==> config.mk <==
export PLATFORM = sky130hd
export DESIGN_NAME = mul_div_wb_arbiter_flat
export DESIGN_NICKNAME = d
export VERILOG_FILES = /design/src/rtl/mul_div_wb_arbiter_if.sv /design/src/rtl/mul_div_wb_arbiter.sv /design/src/flat_wrapper.sv
export SDC_FILE = /design/constraint.sdc
export NUM_CORES = 1
export LEC_CHECK = 0
export CORE_MARGIN = 8
export CORE_UTILIZATION = 39
export DETAILED_ROUTE_END_ITERATION = 16
export PLACE_DENSITY = 0.7
export SLEW_MARGIN = 5
export SYNTH_ARGS = -nofsm -noshare
export SYNTH_HDL_FRONTEND = slang
export SYNTH_SLANG_ARGS = --single-unit
export TNS_END_PERCENT = 50
==> constraint.sdc <==
create_clock -name clk -period 3.2 [get_ports clk]
set_clock_uncertainty 0.05 [all_clocks]
set_input_delay 0.8 -clock clk [delete_from_list [all_inputs] [get_ports clk]]
set_output_delay 0.8 -clock clk [all_outputs]
set_load 0.005 [all_outputs]
==> src/rtl/mul_div_wb_arbiter_if.sv <==
// Bundle of the mul/div result, issue and writeback signals around mul_div_wb_arbiter.
// The slave modport is the arbiter side; the master modport is the surrounding pipeline.
interface mul_div_wb_arbiter_if #(
   parameter int WORD_WIDTH  = 32,
   parameter int PADDR_WIDTH = 5
);
   logic                   flush;
   logic                   mul_issue_fire;
   logic                   div_issue_fire;
   logic                   mul_out_valid;
   logic [WORD_WIDTH-1:0]  mul_out;
   logic [PADDR_WIDTH-1:0] mul_dst_Paddr;
   logic                   div_out_valid;
   logic [WORD_WIDTH-1:0]  div_out;
   logic [PADDR_WIDTH-1:0] div_dst_Paddr;
   logic                   wb_ready;
   logic                   wb_valid;
   logic [WORD_WIDTH-1:0]  wb_data;
   logic [PADDR_WIDTH-1:0] wb_Paddr;
   logic                   wb_src;
   logic                   mul_issue_ok;
   logic                   div_issue_ok;

   modport slave (
      input  flush, mul_issue_fire, div_issue_fire,
      input  mul_out_valid, mul_out, mul_dst_Paddr,
      input  div_out_valid, div_out, div_dst_Paddr,
      input  wb_ready,
      output wb_valid, wb_data, wb_Paddr, wb_src,
      output mul_issue_ok, div_issue_ok
   );

   modport master (
      output flush, mul_issue_fire, div_issue_fire,
      output mul_out_valid, mul_out, mul_dst_Paddr,
      output div_out_valid, div_out, div_dst_Paddr,
      output wb_ready,
      input  wb_valid, wb_data, wb_Paddr, wb_src,
      input  mul_issue_ok, div_issue_ok
   );
endinterface

==> src/rtl/mul_div_wb_arbiter.sv <==
// Shares one writeback port between the multiplier and divider through 1-entry hold registers.
// Define MUL_DIV_WB_FIXED_PRIO_EN for fixed mul-over-div priority instead of round-robin.
module mul_div_wb_arbiter #(
   parameter int WORD_WIDTH  = 32,
   parameter int PADDR_WIDTH = 5
) (
   input  logic                clk,
   input  logic                rst_n,
   mul_div_wb_arbiter_if.slave arb_if
);
   // Handshake: a writeback transfers in any cycle where wb_valid & wb_ready are both high;
   // wb_* stay stable and the grant stays on the same source until that transfer happens.

   logic                   mul_hold_v_q, mul_hold_v_d;
   logic [WORD_WIDTH-1:0]  mul_hold_data_q, mul_hold_data_d;
   logic [PADDR_WIDTH-1:0] mul_hold_paddr_q, mul_hold_paddr_d;
   logic                   mul_inflight_q, mul_inflight_d;
   logic                   mul_kill_q, mul_kill_d;

   logic                   div_hold_v_q, div_hold_v_d;
   logic [WORD_WIDTH-1:0]  div_hold_data_q, div_hold_data_d;
   logic [PADDR_WIDTH-1:0] div_hold_paddr_q, div_hold_paddr_d;
   logic                   div_inflight_q, div_inflight_d;
   logic                   div_kill_q, div_kill_d;

   logic                   lock_v_q, lock_v_d;
   logic                   lock_src_q, lock_src_d;
`ifndef MUL_DIV_WB_FIXED_PRIO_EN
   logic                   last_grant_q, last_grant_d;
`endif

   logic grant;
   logic wb_valid;
   logic pop;
   logic mul_issue_eff, div_issue_eff;
   logic mul_cap, div_cap;
   logic mul_pop, div_pop;

   always_comb begin
      // A stalled request keeps its source, so a late arrival on the other side cannot steal it.
      if (lock_v_q) begin
         grant = lock_src_q;
      end else if (mul_hold_v_q && div_hold_v_q) begin
`ifdef MUL_DIV_WB_FIXED_PRIO_EN
         grant = 1'b0;
`else
         grant = ~last_grant_q;
`endif
      end else begin
         grant = div_hold_v_q;
      end

      wb_valid = (mul_hold_v_q | div_hold_v_q) & ~arb_if.flush;
      pop      = wb_valid & arb_if.wb_ready;
      mul_pop  = pop & ~grant;
      div_pop  = pop & grant;

      mul_issue_eff = arb_if.mul_issue_fire & ~mul_kill_q;
      div_issue_eff = arb_if.div_issue_fire & ~div_kill_q;
      mul_cap       = arb_if.mul_out_valid & ~mul_kill_q & ~arb_if.flush;
      div_cap       = arb_if.div_out_valid & ~div_kill_q & ~arb_if.flush;

      // Capture wins over a same-cycle pop so the entry refills.
      mul_hold_v_d     = ~arb_if.flush & (mul_cap | (mul_hold_v_q & ~mul_pop));
      mul_hold_data_d  = mul_cap ? arb_if.mul_out : mul_hold_data_q;
      mul_hold_paddr_d = mul_cap ? arb_if.mul_dst_Paddr : mul_hold_paddr_q;
      div_hold_v_d     = ~arb_if.flush & (div_cap | (div_hold_v_q & ~div_pop));
      div_hold_data_d  = div_cap ? arb_if.div_out : div_hold_data_q;
      div_hold_paddr_d = div_cap ? arb_if.div_dst_Paddr : div_hold_paddr_q;

      mul_inflight_d = ~arb_if.flush & (mul_issue_eff | (mul_inflight_q & ~arb_if.mul_out_valid));
      div_inflight_d = ~arb_if.flush & (div_issue_eff | (div_inflight_q & ~arb_if.div_out_valid));

      // Kill marks an op whose result must be dropped; the result that finally arrives retires it.
      if (arb_if.flush) begin
         mul_kill_d = mul_issue_eff | ((mul_inflight_q | mul_kill_q) & ~arb_if.mul_out_valid);
         div_kill_d = div_issue_eff | ((div_inflight_q | div_kill_q) & ~arb_if.div_out_valid);
      end else begin
         mul_kill_d = mul_kill_q & ~arb_if.mul_out_valid;
         div_kill_d = div_kill_q & ~arb_if.div_out_valid;
      end

      lock_v_d   = wb_valid & ~arb_if.wb_ready;
      lock_src_d = grant;
`ifndef MUL_DIV_WB_FIXED_PRIO_EN
      last_grant_d = pop ? grant : last_grant_q;
`endif
   end

   always_ff @(posedge clk or negedge rst_n) begin
      if (!rst_n) begin
         mul_hold_v_q     <= 1'b0;
         mul_hold_data_q  <= '0;
         mul_hold_paddr_q <= '0;
         mul_inflight_q   <= 1'b0;
         mul_kill_q       <= 1'b0;
         div_hold_v_q     <= 1'b0;
         div_hold_data_q  <= '0;
         div_hold_paddr_q <= '0;
         div_inflight_q   <= 1'b0;
         div_kill_q       <= 1'b0;
         lock_v_q         <= 1'b0;
         lock_src_q       <= 1'b0;
`ifndef MUL_DIV_WB_FIXED_PRIO_EN
         last_grant_q     <= 1'b1;
`endif
      end else begin
         mul_hold_v_q     <= mul_hold_v_d;
         mul_hold_data_q  <= mul_hold_data_d;
         mul_hold_paddr_q <= mul_hold_paddr_d;
         mul_inflight_q   <= mul_inflight_d;
         mul_kill_q       <= mul_kill_d;
         div_hold_v_q     <= div_hold_v_d;
         div_hold_data_q  <= div_hold_data_d;
         div_hold_paddr_q <= div_hold_paddr_d;
         div_inflight_q   <= div_inflight_d;
         div_kill_q       <= div_kill_d;
         lock_v_q         <= lock_v_d;
         lock_src_q       <= lock_src_d;
`ifndef MUL_DIV_WB_FIXED_PRIO_EN
         last_grant_q     <= last_grant_d;
`endif
      end
   end

   assign arb_if.wb_valid     = wb_valid;
   assign arb_if.wb_src       = wb_valid & grant;
   assign arb_if.wb_data      = !wb_valid ? '0 : (grant ? div_hold_data_q : mul_hold_data_q);
   assign arb_if.wb_Paddr     = !wb_valid ? '0 : (grant ? div_hold_paddr_q : mul_hold_paddr_q);
   assign arb_if.mul_issue_ok = ~mul_kill_q & (~mul_hold_v_q | mul_pop);
   assign arb_if.div_issue_ok = ~div_kill_q & (~div_hold_v_q | div_pop);

endmodule

==> src/flat_wrapper.sv <==
// flat-port wrapper written by rule: the top's interface ports become plain ports
module mul_div_wb_arbiter_flat 
#(
   parameter int WORD_WIDTH  = 32,
   parameter int PADDR_WIDTH = 5
)
  (clk, rst_n, arb_if_flush, arb_if_mul_issue_fire, arb_if_div_issue_fire, arb_if_mul_out_valid, arb_if_mul_out, arb_if_mul_dst_Paddr, arb_if_div_out_valid, arb_if_div_out, arb_if_div_dst_Paddr, arb_if_wb_ready, arb_if_wb_valid, arb_if_wb_data, arb_if_wb_Paddr, arb_if_wb_src, arb_if_mul_issue_ok, arb_if_div_issue_ok);
  mul_div_wb_arbiter_if #(.WORD_WIDTH(WORD_WIDTH), .PADDR_WIDTH(PADDR_WIDTH)) arb_if_i ();
  input  logic clk;
  input  logic rst_n;
  input wire logic [$bits(arb_if_i.flush)-1:0] arb_if_flush;
  input wire logic [$bits(arb_if_i.mul_issue_fire)-1:0] arb_if_mul_issue_fire;
  input wire logic [$bits(arb_if_i.div_issue_fire)-1:0] arb_if_div_issue_fire;
  input wire logic [$bits(arb_if_i.mul_out_valid)-1:0] arb_if_mul_out_valid;
  input wire logic [$bits(arb_if_i.mul_out)-1:0] arb_if_mul_out;
  input wire logic [$bits(arb_if_i.mul_dst_Paddr)-1:0] arb_if_mul_dst_Paddr;
  input wire logic [$bits(arb_if_i.div_out_valid)-1:0] arb_if_div_out_valid;
  input wire logic [$bits(arb_if_i.div_out)-1:0] arb_if_div_out;
  input wire logic [$bits(arb_if_i.div_dst_Paddr)-1:0] arb_if_div_dst_Paddr;
  input wire logic [$bits(arb_if_i.wb_ready)-1:0] arb_if_wb_ready;
  output wire logic [$bits(arb_if_i.wb_valid)-1:0] arb_if_wb_valid;
  output wire logic [$bits(arb_if_i.wb_data)-1:0] arb_if_wb_data;
  output wire logic [$bits(arb_if_i.wb_Paddr)-1:0] arb_if_wb_Paddr;
  output wire logic [$bits(arb_if_i.wb_src)-1:0] arb_if_wb_src;
  output wire logic [$bits(arb_if_i.mul_issue_ok)-1:0] arb_if_mul_issue_ok;
  output wire logic [$bits(arb_if_i.div_issue_ok)-1:0] arb_if_div_issue_ok;
  assign arb_if_i.flush = arb_if_flush;
  assign arb_if_i.mul_issue_fire = arb_if_mul_issue_fire;
  assign arb_if_i.div_issue_fire = arb_if_div_issue_fire;
  assign arb_if_i.mul_out_valid = arb_if_mul_out_valid;
  assign arb_if_i.mul_out = arb_if_mul_out;
  assign arb_if_i.mul_dst_Paddr = arb_if_mul_dst_Paddr;
  assign arb_if_i.div_out_valid = arb_if_div_out_valid;
  assign arb_if_i.div_out = arb_if_div_out;
  assign arb_if_i.div_dst_Paddr = arb_if_div_dst_Paddr;
  assign arb_if_i.wb_ready = arb_if_wb_ready;
  assign arb_if_wb_valid = arb_if_i.wb_valid;
  assign arb_if_wb_data = arb_if_i.wb_data;
  assign arb_if_wb_Paddr = arb_if_i.wb_Paddr;
  assign arb_if_wb_src = arb_if_i.wb_src;
  assign arb_if_mul_issue_ok = arb_if_i.mul_issue_ok;
  assign arb_if_div_issue_ok = arb_if_i.div_issue_ok;
  mul_div_wb_arbiter #(.WORD_WIDTH(WORD_WIDTH), .PADDR_WIDTH(PADDR_WIDTH)) u_core (.clk(clk), .rst_n(rst_n), .arb_if(arb_if_i));
endmodule
# --- Word-level counts from Yosys, hierarchy flattened ---
# Cells that the tools add are included.
totals:
  elab_cells: 71
  reg_bits: 83
  out_inout_bits: 41
op_classes:
  bitwise: 49
  n_reduce_logical: 1
  mux: 8
op_table:
  columns: ["op", "count"]
  rows:
  - ["$mux W32", 2]
  - ["$and A1 B1 Y1", 26]
  - ["$not A1 Y1", 12]
  - ["$or A1 B1 Y1", 11]
  - ["$mux W5", 2]
  - ["$mux W1", 4]
  - ["$logic_and A1 B1 Y1", 1]

# --- Longest topological paths before layout ---
logic_depth:
  ltp_word: 9
  mapped_depth: 8
  mapped_depth_nobuf: 5

# --- Least setup slack after synthesis ---
# OpenSTA, ideal clock, no wires.
synth_timing:
  path_type: "input to output"
  from: "input port arb_if_flush"
  to: "output port arb_if_wb_data[19]"
  stages: 8
  arrival_time_ns: 1.616
  required_ns: 2.350
  setup_slack_ns: 0.734
  cell_sequence: "buf_6 inv_2 o21ai_2 inv_2 buf_6 buf_4 nand2_1 mux2i_1"
synth_between:
  elab_chain_cells: 3
synth_lines:
  columns: ["item", "line", "text"]
  rows:
  - ["start, declared", "flat_wrapper.sv:11", "input wire logic [$bits(arb_if_i.flush)-1:0] arb_if_flush;"]
  - ["$not A1 Y1", "mul_div_wb_arbiter.sv:53", "wb_valid = (mul_hold_v_q | div_hold_v_q) & ~arb_if.flush;"]
  - ["$and A1 B1 Y1", "mul_div_wb_arbiter.sv:53", null]
  - ["$mux W32", "mul_div_wb_arbiter.sv:128", "assign arb_if.wb_data = !wb_valid ? '0 : (grant ? div_hold_data_q : mul_hold_data_q);"]
  - ["end, declared", "flat_wrapper.sv:22", "output wire logic [$bits(arb_if_i.wb_data)-1:0] arb_if_wb_data;"]
# No other way between the ends.

# --- Final worst setup path ---
layout_timing:
  from: "input port arb_if_flush"
  to: "output port arb_if_wb_valid"
layout_between:
  elab_chain_cells: 2
layout_lines:
  columns: ["item", "line", "text"]
  rows:
  - ["$not A1 Y1", "mul_div_wb_arbiter.sv:53", null]
  - ["$and A1 B1 Y1", "mul_div_wb_arbiter.sv:53", null]
  - ["end, declared", "flat_wrapper.sv:21", "output wire logic [$bits(arb_if_i.wb_valid)-1:0] arb_if_wb_valid;"]
# No other way between the ends.

==> results by group <==
Layout
  • ANT cells: 0
  • Area Growth Syn to Fin: 39.9%
  • Layout cells sized above 1: 0.237
  • Fin nets: 534
  • Final Util: 0.549
  • Most common cell after layout, fill and taps aside: clkdlybuf4s50_1
  • Most frequent cells in the layout: clkdlybuf4s50_1, dfrtp_1, nand2_1
  • Fillers: 896
  • Post-route cell area: 0.00557 mm2

Detailed routing
  • Via total after detailed routing: 2810
  • WL per Instance: 16.5 um
  • Initial DRC count: 71
  • DRC: 0
  • DRT Wirelength: 9.76 mm
  • TritonRoute pass-1 iters: 4
  • Vias per inst: 4.75
  • DRT antenna net count: 0

Global routing
  • Total gr overflow: 0
  • Grt met2 use: 0.261
  • Vias in the first global route: 3223
  • Gr busiest metal: met2
  • GRT met3 Usage: 0.0518
  • Largest net degree at the start of global routing: 46
  • Initial antenna violation count: 0
  • All-layer global routing usage: 0.152
  • Global-route wire length before repair: 16.1 mm
  • M1 GR Usage: 0.180

STA
  • Hold Violations, Final: 0
  • Max Freq: 317 MHz
  • Slew headroom: 0.658
  • Min Hold Slack: 363 ps
  • Min Clock Period, post-route: 3150 ps
  • Setup violators final: 0
  • PnR worst setup slack: 49.0 ps
  • Final worst path period share: 0.985
  • TNS Setup: 0 ps
  • Worst-Margin Slew: 513 ps
  • Max-slew violations: 0

Worst setup path
  • Arr. time, crit path: 2300 ps
  • Crit path max fanout: 21
  • Worst setup EP type: output port
  • Worst setup SP type: primary input
  • Crit Path Class: primary input to output port
  • Worst EP required: 2350 ps

Die
  • Area of the core: 0.0101 mm2
  • Die ar.: 0.0137 mm2
  • Io pins: 123
  • Initial core utilization: 0.393
  • Die X: 117 um
  • Row cnt: 37
  • Die Height: 117 um

Synth
  • Syn Area/Cell: 12.4 um2
  • Sequential share of the synthesized area: 0.522
  • Synth top area cells: dfrtp_1, mux2_2, mux2i_1, nand2_1, mux2_1
  • Post-synthesis net count: 404
  • Unique masters post-synth: 28
  • Number of synthesized flops with an enable pin: 0
  • Synthesis Warnings: 0
  • Post-synth top area share: 0.515
  • Seq cells post-synth: 83
  • Ys flop type: dfrtp_1
  • Cell Area, Synth: 0.00398 mm2
  • Post-synth ARST share: 1.00
  • Gate Count Post-Synth: 322
  • Area leader, netlist: dfrtp_1

Clocking
  • Total CTS buffers: 9
  • CTS root buffer: clkbuf_8
  • Clock-pin transition on the worst setup and hold timing paths: 90 ps
  • Clk_lat worst skew: 340 ps
  • Clock sinks: 83
  • CTS max path bufs: 2
  • CTS tree: yes
  • # H-tree levels: 3

Pwr
  • Maximum VDD drop: 0.252 mV
  • Cell leakage power: 2.57 nW
  • Power Dens Cells: 499 mW/mm2

Min path
  • Hold WC Path Type: primary input to async pin

Place
  • Placed cell areas: 0.00540 mm2
  • Post-DP HPWL: 7.00 mm
  • RePlAce Congestion: 0.746
  • Place WS: -159 ps
  • Buffers on Ports: 122

Outcome
  • Status: completed

Job
  • Number of max-cap violations: 0
==> through the flow <==
stage	std cells	total power, mW
3_5_place_dp	573	2.20
3_3_place_gp	573	2.18
5_1_grt	591	2.97
4_1_cts	588	2.82
6_report	591	2.78
2_1_floorplan	322	1.84
==> power by group <==
group	internal, mW	switching [mW]	total [mW]
combinational	0.455	0.279	0.734
sequential	1.29	0.125	1.41
clock	0.270	0.363	0.633
total	2.01	0.767	2.78
==> cell families (layout without fill, tap and decap cells) <==
kind of cell    after synthesis  after routing  synth area share
mux                         112            112             0.305
simple gates                 87             87            0.0971
flops                        83             83             0.522
buf+inv                      25            158            0.0478
compound gates               15             15            0.0283
==> critical path: stages <==
cell	delay (ps)
clkdlybuf4s50_1	490
inv_2	50
o21ai_2	90
clkinv_4	110
buf_4	160
buf_12	150
clkdlybuf4s50_1	450
==> cell type report <==
cell class / instances / area [um2] / share of cell area
clock inverters: 5 / 32.5 / 0.00584
well taps: 136 / 170 / 0.0305
clock buffers: 9 / 124 / 0.0222
flip-flops and latches: 83 / 2080 / 0.373
multi-input cells: 214 / 1710 / 0.308
inverters: 5 / 23.8 / 0.00427
repair buffers: 139 / 1430 / 0.256
==> synthesized netlist by cell type, types with 2 or more instances <==
master     n
mux2_2    65
nor2_1     3
inv_2      4
a21oi_1    6
nand2b_1   4
buf_4     12
mux2_1    10
o22ai_1    2
dfrtp_1   82
nand2_1   75
buf_6      5
mux2i_1   37
buf_2      2
==> sequential cells by signal, summed over array words and instances, names as in the netlist <==
signal                   cells
u_core.div_hold_paddr_q      5
u_core.div_hold_data_q      32
u_core.mul_kill_q            1
u_core.mul_hold_v_q          1
u_core.lock_v_q              1
u_core.div_kill_q            1
u_core.div_inflight_q        1
u_core.mul_inflight_q        1
u_core.div_hold_v_q          1
u_core.mul_hold_paddr_q      5
u_core.mul_hold_data_q      32
u_core.last_grant_q          1
u_core.lock_src_q            1
==> worst paths after layout <==
kind / slack [ps] / cells after the start / start / endpoint
max: 50 / 7 / arb_if_flush / arb_if_wb_valid
min: 360 / 1 / rst_n / u_core.div_kill_q
max reg2reg: 1640 / 4 / u_core.div_kill_q / u_core.div_hold_data_q[19]
min reg2reg: 440 / 1 / u_core.mul_hold_data_q[7] / u_core.mul_hold_data_q[7]
max in group asynchronous: 2090 / 2 / rst_n / u_core.mul_hold_paddr_q[4]
min in group clk: 440 / 1 / u_core.mul_hold_data_q[7] / u_core.mul_hold_data_q[7]
==> layer usage <==
metal,vias up,part of all wire
met1,1381,0.42
li1,1355,-
met2,67,0.51
met3,7,0.065
met4,0,0.011
met5,-,0
==> timing repair <==
item,in CTS,in global routing
resized for setup,39,2
setup endpoints to repair,37,1
gates cloned,1,0
setup buffers,0,3
hold buffers,0,0
Note: power is estimated with default switching activity, not from simulation.
